--- config.mk ---
export PLATFORM = sky130hd
export DESIGN_NAME = wb_arbiter_flat
export DESIGN_NICKNAME = d
export VERILOG_FILES = /design/src/rtl/wb_arbiter_if.sv /design/src/rtl/wb_arbiter.sv /design/src/flat_wrapper.sv
export SDC_FILE = /design/constraint.sdc
export NUM_CORES = 1
export LEC_CHECK = 0
export BUFFER_PORTS_ARGS = -buffer_cell sky130_fd_sc_hd__buf_2
export CAP_MARGIN = 10
export CORE_MARGIN = 1.5
export CORE_UTILIZATION = 51
export DETAILED_ROUTE_END_ITERATION = 10
export PLACE_DENSITY_LB_ADDON = 0.12
export SLEW_MARGIN = 15
export SYNTH_ARGS = -nofsm -noshare
export SYNTH_HDL_FRONTEND = slang
export SYNTH_SLANG_ARGS = --single-unit
--- constraint.sdc ---
create_clock -name clk -period 2.4 [get_ports clk]
set_input_delay 0.48 -clock clk [delete_from_list [all_inputs] [get_ports clk]]
set_output_delay 0.48 -clock clk [all_outputs]
set_load 0.05 [all_outputs]
--- src/rtl/wb_arbiter_if.sv ---
// GRF write-port bundle for wb_arbiter: pipeline writeback, MDU issue/result
// handshake and the committed GRF write plus the pending scoreboard.
interface wb_arbiter_if #(
    parameter int PTR_W = 2
);
    logic             pipe_we;
    logic [4:0]       pipe_addr;
    logic [31:0]      pipe_data;
    logic [31:0]      pipe_pc;
    logic             mdu_issue;
    logic [4:0]       mdu_issue_addr;
    logic             mdu_valid;
    logic             mdu_ready;
    logic [4:0]       mdu_addr;
    logic [31:0]      mdu_data;
    logic [31:0]      mdu_pc;
    logic             RegWr;
    logic [4:0]       RWAddr;
    logic [31:0]      RWData;
    logic [31:0]      PC;
    logic [31:0]      pending;
    logic [PTR_W:0]   fifo_count;

    // slave: the arbiter; master: whoever drives writebacks and MDU results
    modport slave (
        input  pipe_we, pipe_addr, pipe_data, pipe_pc,
        input  mdu_issue, mdu_issue_addr,
        input  mdu_valid, mdu_addr, mdu_data, mdu_pc,
        output mdu_ready,
        output RegWr, RWAddr, RWData, PC, pending, fifo_count
    );

    modport master (
        output pipe_we, pipe_addr, pipe_data, pipe_pc,
        output mdu_issue, mdu_issue_addr,
        output mdu_valid, mdu_addr, mdu_data, mdu_pc,
        input  mdu_ready,
        input  RegWr, RWAddr, RWData, PC, pending, fifo_count
    );
endinterface

--- src/rtl/wb_arbiter.sv ---
// GRF write-port arbiter: pipeline writebacks win, MDU results queue in a FIFO.
// Define WB_TRACE_EN to print every nonzero-address commit.
module wb_arbiter #(
    parameter int FIFO_DEPTH = 4,
    parameter int PTR_W      = 2
) (
    input  logic           clk,
    input  logic           Reset,
    wb_arbiter_if.slave    bus
);

    typedef struct packed {
        logic [4:0]  addr;
        logic [31:0] data;
        logic [31:0] pc;
    } entry_t;

    entry_t           fifo_q [FIFO_DEPTH];
    entry_t           fifo_d [FIFO_DEPTH];
    logic [PTR_W-1:0] wr_ptr_q, wr_ptr_d;
    logic [PTR_W-1:0] rd_ptr_q, rd_ptr_d;
    logic [PTR_W:0]   count_q, count_d;
    logic             regwr_q, regwr_d;
    logic [4:0]       rwaddr_q, rwaddr_d;
    logic [31:0]      rwdata_q, rwdata_d;
    logic [31:0]      rwpc_q, rwpc_d;
    logic [31:0]      pending_q, pending_d;

    logic   full;
    logic   push;
    logic   pop;
    entry_t head;

    // mdu_ready comes from the registered count only, so a full FIFO never
    // accepts even when the same cycle pops.
    assign full = (count_q == (PTR_W+1)'(FIFO_DEPTH));
    assign push = bus.mdu_valid && !full;
    assign pop  = !bus.pipe_we && (count_q != '0);
    assign head = fifo_q[rd_ptr_q];

    always_comb begin
        fifo_d    = fifo_q;
        wr_ptr_d  = wr_ptr_q;
        rd_ptr_d  = rd_ptr_q;
        count_d   = count_q;
        regwr_d   = 1'b0;
        rwaddr_d  = rwaddr_q;
        rwdata_d  = rwdata_q;
        rwpc_d    = rwpc_q;
        pending_d = pending_q;

        if (bus.pipe_we) begin
            regwr_d  = (bus.pipe_addr != 5'd0);
            rwaddr_d = bus.pipe_addr;
            rwdata_d = bus.pipe_data;
            rwpc_d   = bus.pipe_pc;
        end else if (pop) begin
            regwr_d  = (head.addr != 5'd0);
            rwaddr_d = head.addr;
            rwdata_d = head.data;
            rwpc_d   = head.pc;
            rd_ptr_d = rd_ptr_q + PTR_W'(1);
            pending_d[head.addr] = 1'b0;
        end

        if (push) begin
            fifo_d[wr_ptr_q] = '{addr: bus.mdu_addr, data: bus.mdu_data, pc: bus.mdu_pc};
            wr_ptr_d = wr_ptr_q + PTR_W'(1);
        end

        case ({push, pop})
            2'b10:   count_d = count_q + (PTR_W+1)'(1);
            2'b01:   count_d = count_q - (PTR_W+1)'(1);
            default: count_d = count_q;
        endcase

        // A fresh issue to the register being retired means a newer op is still out.
        if (bus.mdu_issue)
            pending_d[bus.mdu_issue_addr] = 1'b1;
        pending_d[0] = 1'b0;
    end

    always_ff @(posedge clk) begin
        if (Reset) begin
            for (int i = 0; i < FIFO_DEPTH; i++)
                fifo_q[i] <= '0;
            wr_ptr_q  <= '0;
            rd_ptr_q  <= '0;
            count_q   <= '0;
            regwr_q   <= 1'b0;
            rwaddr_q  <= '0;
            rwdata_q  <= '0;
            rwpc_q    <= '0;
            pending_q <= '0;
        end else begin
            fifo_q    <= fifo_d;
            wr_ptr_q  <= wr_ptr_d;
            rd_ptr_q  <= rd_ptr_d;
            count_q   <= count_d;
            regwr_q   <= regwr_d;
            rwaddr_q  <= rwaddr_d;
            rwdata_q  <= rwdata_d;
            rwpc_q    <= rwpc_d;
            pending_q <= pending_d;
`ifdef WB_TRACE_EN
            if (regwr_d)
                $display("%s @%h: $%d <= %h", bus.pipe_we ? "P" : "M", rwpc_d, rwaddr_d, rwdata_d);
`endif
        end
    end

    assign bus.mdu_ready  = !full;
    assign bus.RegWr      = regwr_q;
    assign bus.RWAddr     = rwaddr_q;
    assign bus.RWData     = rwdata_q;
    assign bus.PC         = rwpc_q;
    assign bus.pending    = pending_q;
    assign bus.fifo_count = count_q;

endmodule

--- src/flat_wrapper.sv ---
// flat-port wrapper written by rule: the top's interface ports become plain ports
module wb_arbiter_flat 
#(
    parameter int FIFO_DEPTH = 4,
    parameter int PTR_W      = 2
)
  (clk, Reset, bus_pipe_we, bus_pipe_addr, bus_pipe_data, bus_pipe_pc, bus_mdu_issue, bus_mdu_issue_addr, bus_mdu_valid, bus_mdu_addr, bus_mdu_data, bus_mdu_pc, bus_mdu_ready, bus_RegWr, bus_RWAddr, bus_RWData, bus_PC, bus_pending, bus_fifo_count);
  wb_arbiter_if #(.PTR_W(PTR_W)) bus_i ();
  input  logic clk;
  input  logic Reset;
  input wire logic [$bits(bus_i.pipe_we)-1:0] bus_pipe_we;
  input wire logic [$bits(bus_i.pipe_addr)-1:0] bus_pipe_addr;
  input wire logic [$bits(bus_i.pipe_data)-1:0] bus_pipe_data;
  input wire logic [$bits(bus_i.pipe_pc)-1:0] bus_pipe_pc;
  input wire logic [$bits(bus_i.mdu_issue)-1:0] bus_mdu_issue;
  input wire logic [$bits(bus_i.mdu_issue_addr)-1:0] bus_mdu_issue_addr;
  input wire logic [$bits(bus_i.mdu_valid)-1:0] bus_mdu_valid;
  input wire logic [$bits(bus_i.mdu_addr)-1:0] bus_mdu_addr;
  input wire logic [$bits(bus_i.mdu_data)-1:0] bus_mdu_data;
  input wire logic [$bits(bus_i.mdu_pc)-1:0] bus_mdu_pc;
  output wire logic [$bits(bus_i.mdu_ready)-1:0] bus_mdu_ready;
  output wire logic [$bits(bus_i.RegWr)-1:0] bus_RegWr;
  output wire logic [$bits(bus_i.RWAddr)-1:0] bus_RWAddr;
  output wire logic [$bits(bus_i.RWData)-1:0] bus_RWData;
  output wire logic [$bits(bus_i.PC)-1:0] bus_PC;
  output wire logic [$bits(bus_i.pending)-1:0] bus_pending;
  output wire logic [$bits(bus_i.fifo_count)-1:0] bus_fifo_count;
  assign bus_i.pipe_we = bus_pipe_we;
  assign bus_i.pipe_addr = bus_pipe_addr;
  assign bus_i.pipe_data = bus_pipe_data;
  assign bus_i.pipe_pc = bus_pipe_pc;
  assign bus_i.mdu_issue = bus_mdu_issue;
  assign bus_i.mdu_issue_addr = bus_mdu_issue_addr;
  assign bus_i.mdu_valid = bus_mdu_valid;
  assign bus_i.mdu_addr = bus_mdu_addr;
  assign bus_i.mdu_data = bus_mdu_data;
  assign bus_i.mdu_pc = bus_mdu_pc;
  assign bus_mdu_ready = bus_i.mdu_ready;
  assign bus_RegWr = bus_i.RegWr;
  assign bus_RWAddr = bus_i.RWAddr;
  assign bus_RWData = bus_i.RWData;
  assign bus_PC = bus_i.PC;
  assign bus_pending = bus_i.pending;
  assign bus_fifo_count = bus_i.fifo_count;
  wb_arbiter #(.FIFO_DEPTH(FIFO_DEPTH), .PTR_W(PTR_W)) u_core (.clk(clk), .Reset(Reset), .bus(bus_i));
endmodule
==> run metrics <==
Distinct cells, synth=34; WL final=43.0 mm; drt wl/cell=approximately 17 µm; Initial Util=0.516; Final WS setup=0.190 ns; CTS root buf=clkbuf_16; top-count cell post-synth=nand2_1; r2r setup slk=roughly 0.2 ns; Tcrit/Tclk final=0.921; gr ovfl total=0; routed vias/inst=about 5.5; Final Hold Vio Count=0; top layer in use=met5; Critical Path End=bus_mdu_ready; dpl cell area=~17,000 µm²; EDFF count, synth=0; skew final=~0.011 ns; vias in the first global route=13,000; Post-Layout Cell Count=~2,500; dominant cell type by area after synthesis=dfxtp_1; register area share after synthesis=0.488; R2R Path Start=u_core.bus.fifo_count[0]; Final Cell Area=18,700 µm²; detailed placement HPWL=26.1 mm; largest stage delay on the critical path=0.40 ns; critical path depth in cells=3; worst min-delay path category=input port to flip-flop; CTS tree=done; number of buffers and inverters on the critical path=2; dpl cells=roughly 2,400; via count=13,700; core area=approximately 31,000 µm²; post-layout util=0.612; Leak=0.00713 µW; Detailed Routing Iterations Pass 1=5; status=finished, final reports clean; Die Span Y=179 µm; synthesis-to-layout area growth=18.7%; syn nets=2,036; fraction of registers with async set/reset=0; Slowest cell on crit path=or3b_4; largest net degree at the start of global routing=75; CP max FO=10; RR Endpoint=u_core.bus.fifo_count[2]; initial antenna violation count=8; slew at the pin closest to its max-slew limit=0.637 ns; Tot GR Track Use=0.265; Cell Area, Synth=between 15,000 and 20,000 µm²; Worst EP arrival=about 1.7 ns; RSZ-0062 raised after global routing=false; synth cell count leaders=nand2_1 (656), dfxtp_1 (384), a21oi_1 (380), clkbuf_1 (118), inv_1 (74); P per Cell Area=969 nW/µm²; DRT iter0 DRCs=899; CP required=1.92 ns; Die Wd=179 µm; met2 WL=21.0 mm; ANT nets after route=0; FP Rows=64; met3 wire length=2.63 mm; total CTS buffers=41; IO buf count=~250; min Tclk post-route=2.21 ns; TNS Setup=0 ns; CTS sink count=approximately 380; Clock Pin Slew Worst Setup and Hold Paths=0.06 ns; VDD IR max=0.697 mV; Avg Cell Area, Syn=around 8.4 µm²; fin nets=roughly 2,200; Synth top area share=0.488; Post-synth top flop=dfxtp_1; relative slew slack=0.575; max cap viols=0; Crit path max-delay family=buffers and inverters; CTS resizes=0; Mapped Cells=1,882; CP startpoint=u_core.bus.fifo_count[0]; Critical Path End Type=primary output; placer congestion estimate=between 0.7 and 0.8; CP cell instances=or3b_4 > buf_4 > buf_2; R2R depth=8; startpoint types=flip-flop; Post-CTS Hold Fix Bufs=0; synthesized flop and latch total=roughly 380; first-pass GRT wire length=slightly below 70 mm; Slew Viols, Final=0; Clock Path Buffers=3; postcts setup bufs=0; Clock Latency Late Sink=0.53 ns; top cells by area, synth=dfxtp_1 (49%), nand2_1 (16%), a21oi_1 (12%); Final setup viols=0; DRC=0; fmax=452 MHz; FILL cells=2,736; Synth Warn #=0; fraction of layout cells with a size suffix above 1=0.210; Die ar.=31,900 µm²; # IOs=254; kind of critical path=flip-flop to primary output; met1 wire length=about 19 mm; pre-CTS setup slack=0.213 ns; H-tree depth=2
-- worst reg2reg max path, delay by kind of cell (launching register included) --
kind                       cells  cell delay (ns)
AOI/OAI and AO/OA              1             0.14
buffers and inverters          1             0.06
adders and majority gates      2             0.57
DFF                            1             0.36
xor gates and xnor gates       1             0.15
and+or+nand+nor                3             0.86
-- registers in the layout (all words and copies together) (netlist names) --
register / cells
u_core.bus.fifo_count: 3
u_core.bus.RWData: 32
u_core.wr_ptr_q: 2
u_core.bus.RWAddr: 5
u_core.fifo_q: 276
u_core.rd_ptr_q: 2
u_core.bus.pending: 31
u_core.bus.PC: 32
u_core.bus.RegWr: 1
-- cell families (layout without fill, tap and decap cells) --
kind of cell,after synthesis,in the layout,share of synthesized area
and+or+nand+nor,702,702,0.176
adders and majority gates,6,6,0.00525
xor gates and xnor gates,5,5,0.00278
other,1,6,0.000238
DFF,384,384,0.488
muxes,69,69,0.0987
AOI/OAI and AO/OA,483,483,0.170
buffers and inverters,232,434,0.0587
-- cell type report --
cell class | count | area, µm² | share of cell area
Clock buffer | 61 | 1230 | 0.0660
Clock inverter | 11 | 58.8 | 0.00315
Tap cell | 396 | 495 | 0.0265
Multi-Input combinational cell | 1266 | 7190 | 0.385
Sequential cell | 384 | 7700 | 0.412
Inverter | 74 | 278 | 0.0149
Antenna cell | 5 | 12.5 | 0.000670
Timing Repair Buffer | 288 | 1710 | 0.0913
-- power by group --
part | switching, µW | internal (µW) | total (µW)
combinational | 3190 | 1600 | 4800
clock | 2520 | 3550 | 6070
sequential | 312 | 6930 | 7250
total | 6030 | 12100 | 18100
-- how the worst min path moves through the flow --
stage	startpoint	end	slack [ns]	cells past startpoint
after floorplan	u_core.fifo_q[100]	u_core.fifo_q[100]	0.43	2
after global placement	u_core.fifo_q[150]	u_core.fifo_q[150]	0.44	2
after detailed placement	u_core.fifo_q[46]	u_core.fifo_q[46]	0.45	2
after CTS	bus_pipe_data[10]	u_core.bus.RWData[10]	0.19	3
after global routing	bus_pipe_pc[14]	u_core.bus.PC[14]	0.20	3
final	bus_pipe_pc[14]	u_core.bus.PC[14]	0.21	3
-- placed cells by master, fill, tap and decap left out, types with 4 or more instances in the layout --
cell type    n
a221oi_1    69
nor3b_1      5
dfxtp_4      4
buf_12      13
and3_2       4
a21oi_1    380
ha_1         5
nand2_1    656
clkbuf_1     9
clkinv_2    10
o21ai_1     16
nor2_1       9
dfxtp_1    379
inv_1       74
o21ai_0     17
diode_2      5
buf_4       24
mux4_2      69
clkbuf_16   43
buf_2      250
nand3_4      4
clkbuf_8     9
-- metrics by stage --
step	total power, µW	hold WS, ns
final	18100	0.206
after global placement	12200	0.438
after global routing	18900	0.203
after CTS	18300	0.191
after floorplan	10800	0.433
after detailed placement	12200	0.446
-- per-layer routing --
metal  track usage  vias up
li1              -     6727
met1         0.345     6533
met2         0.462      390
met3        0.0416       58
met4        0.0646        4
met5             0        -
Note: power is estimated with default switching activity, not from simulation.
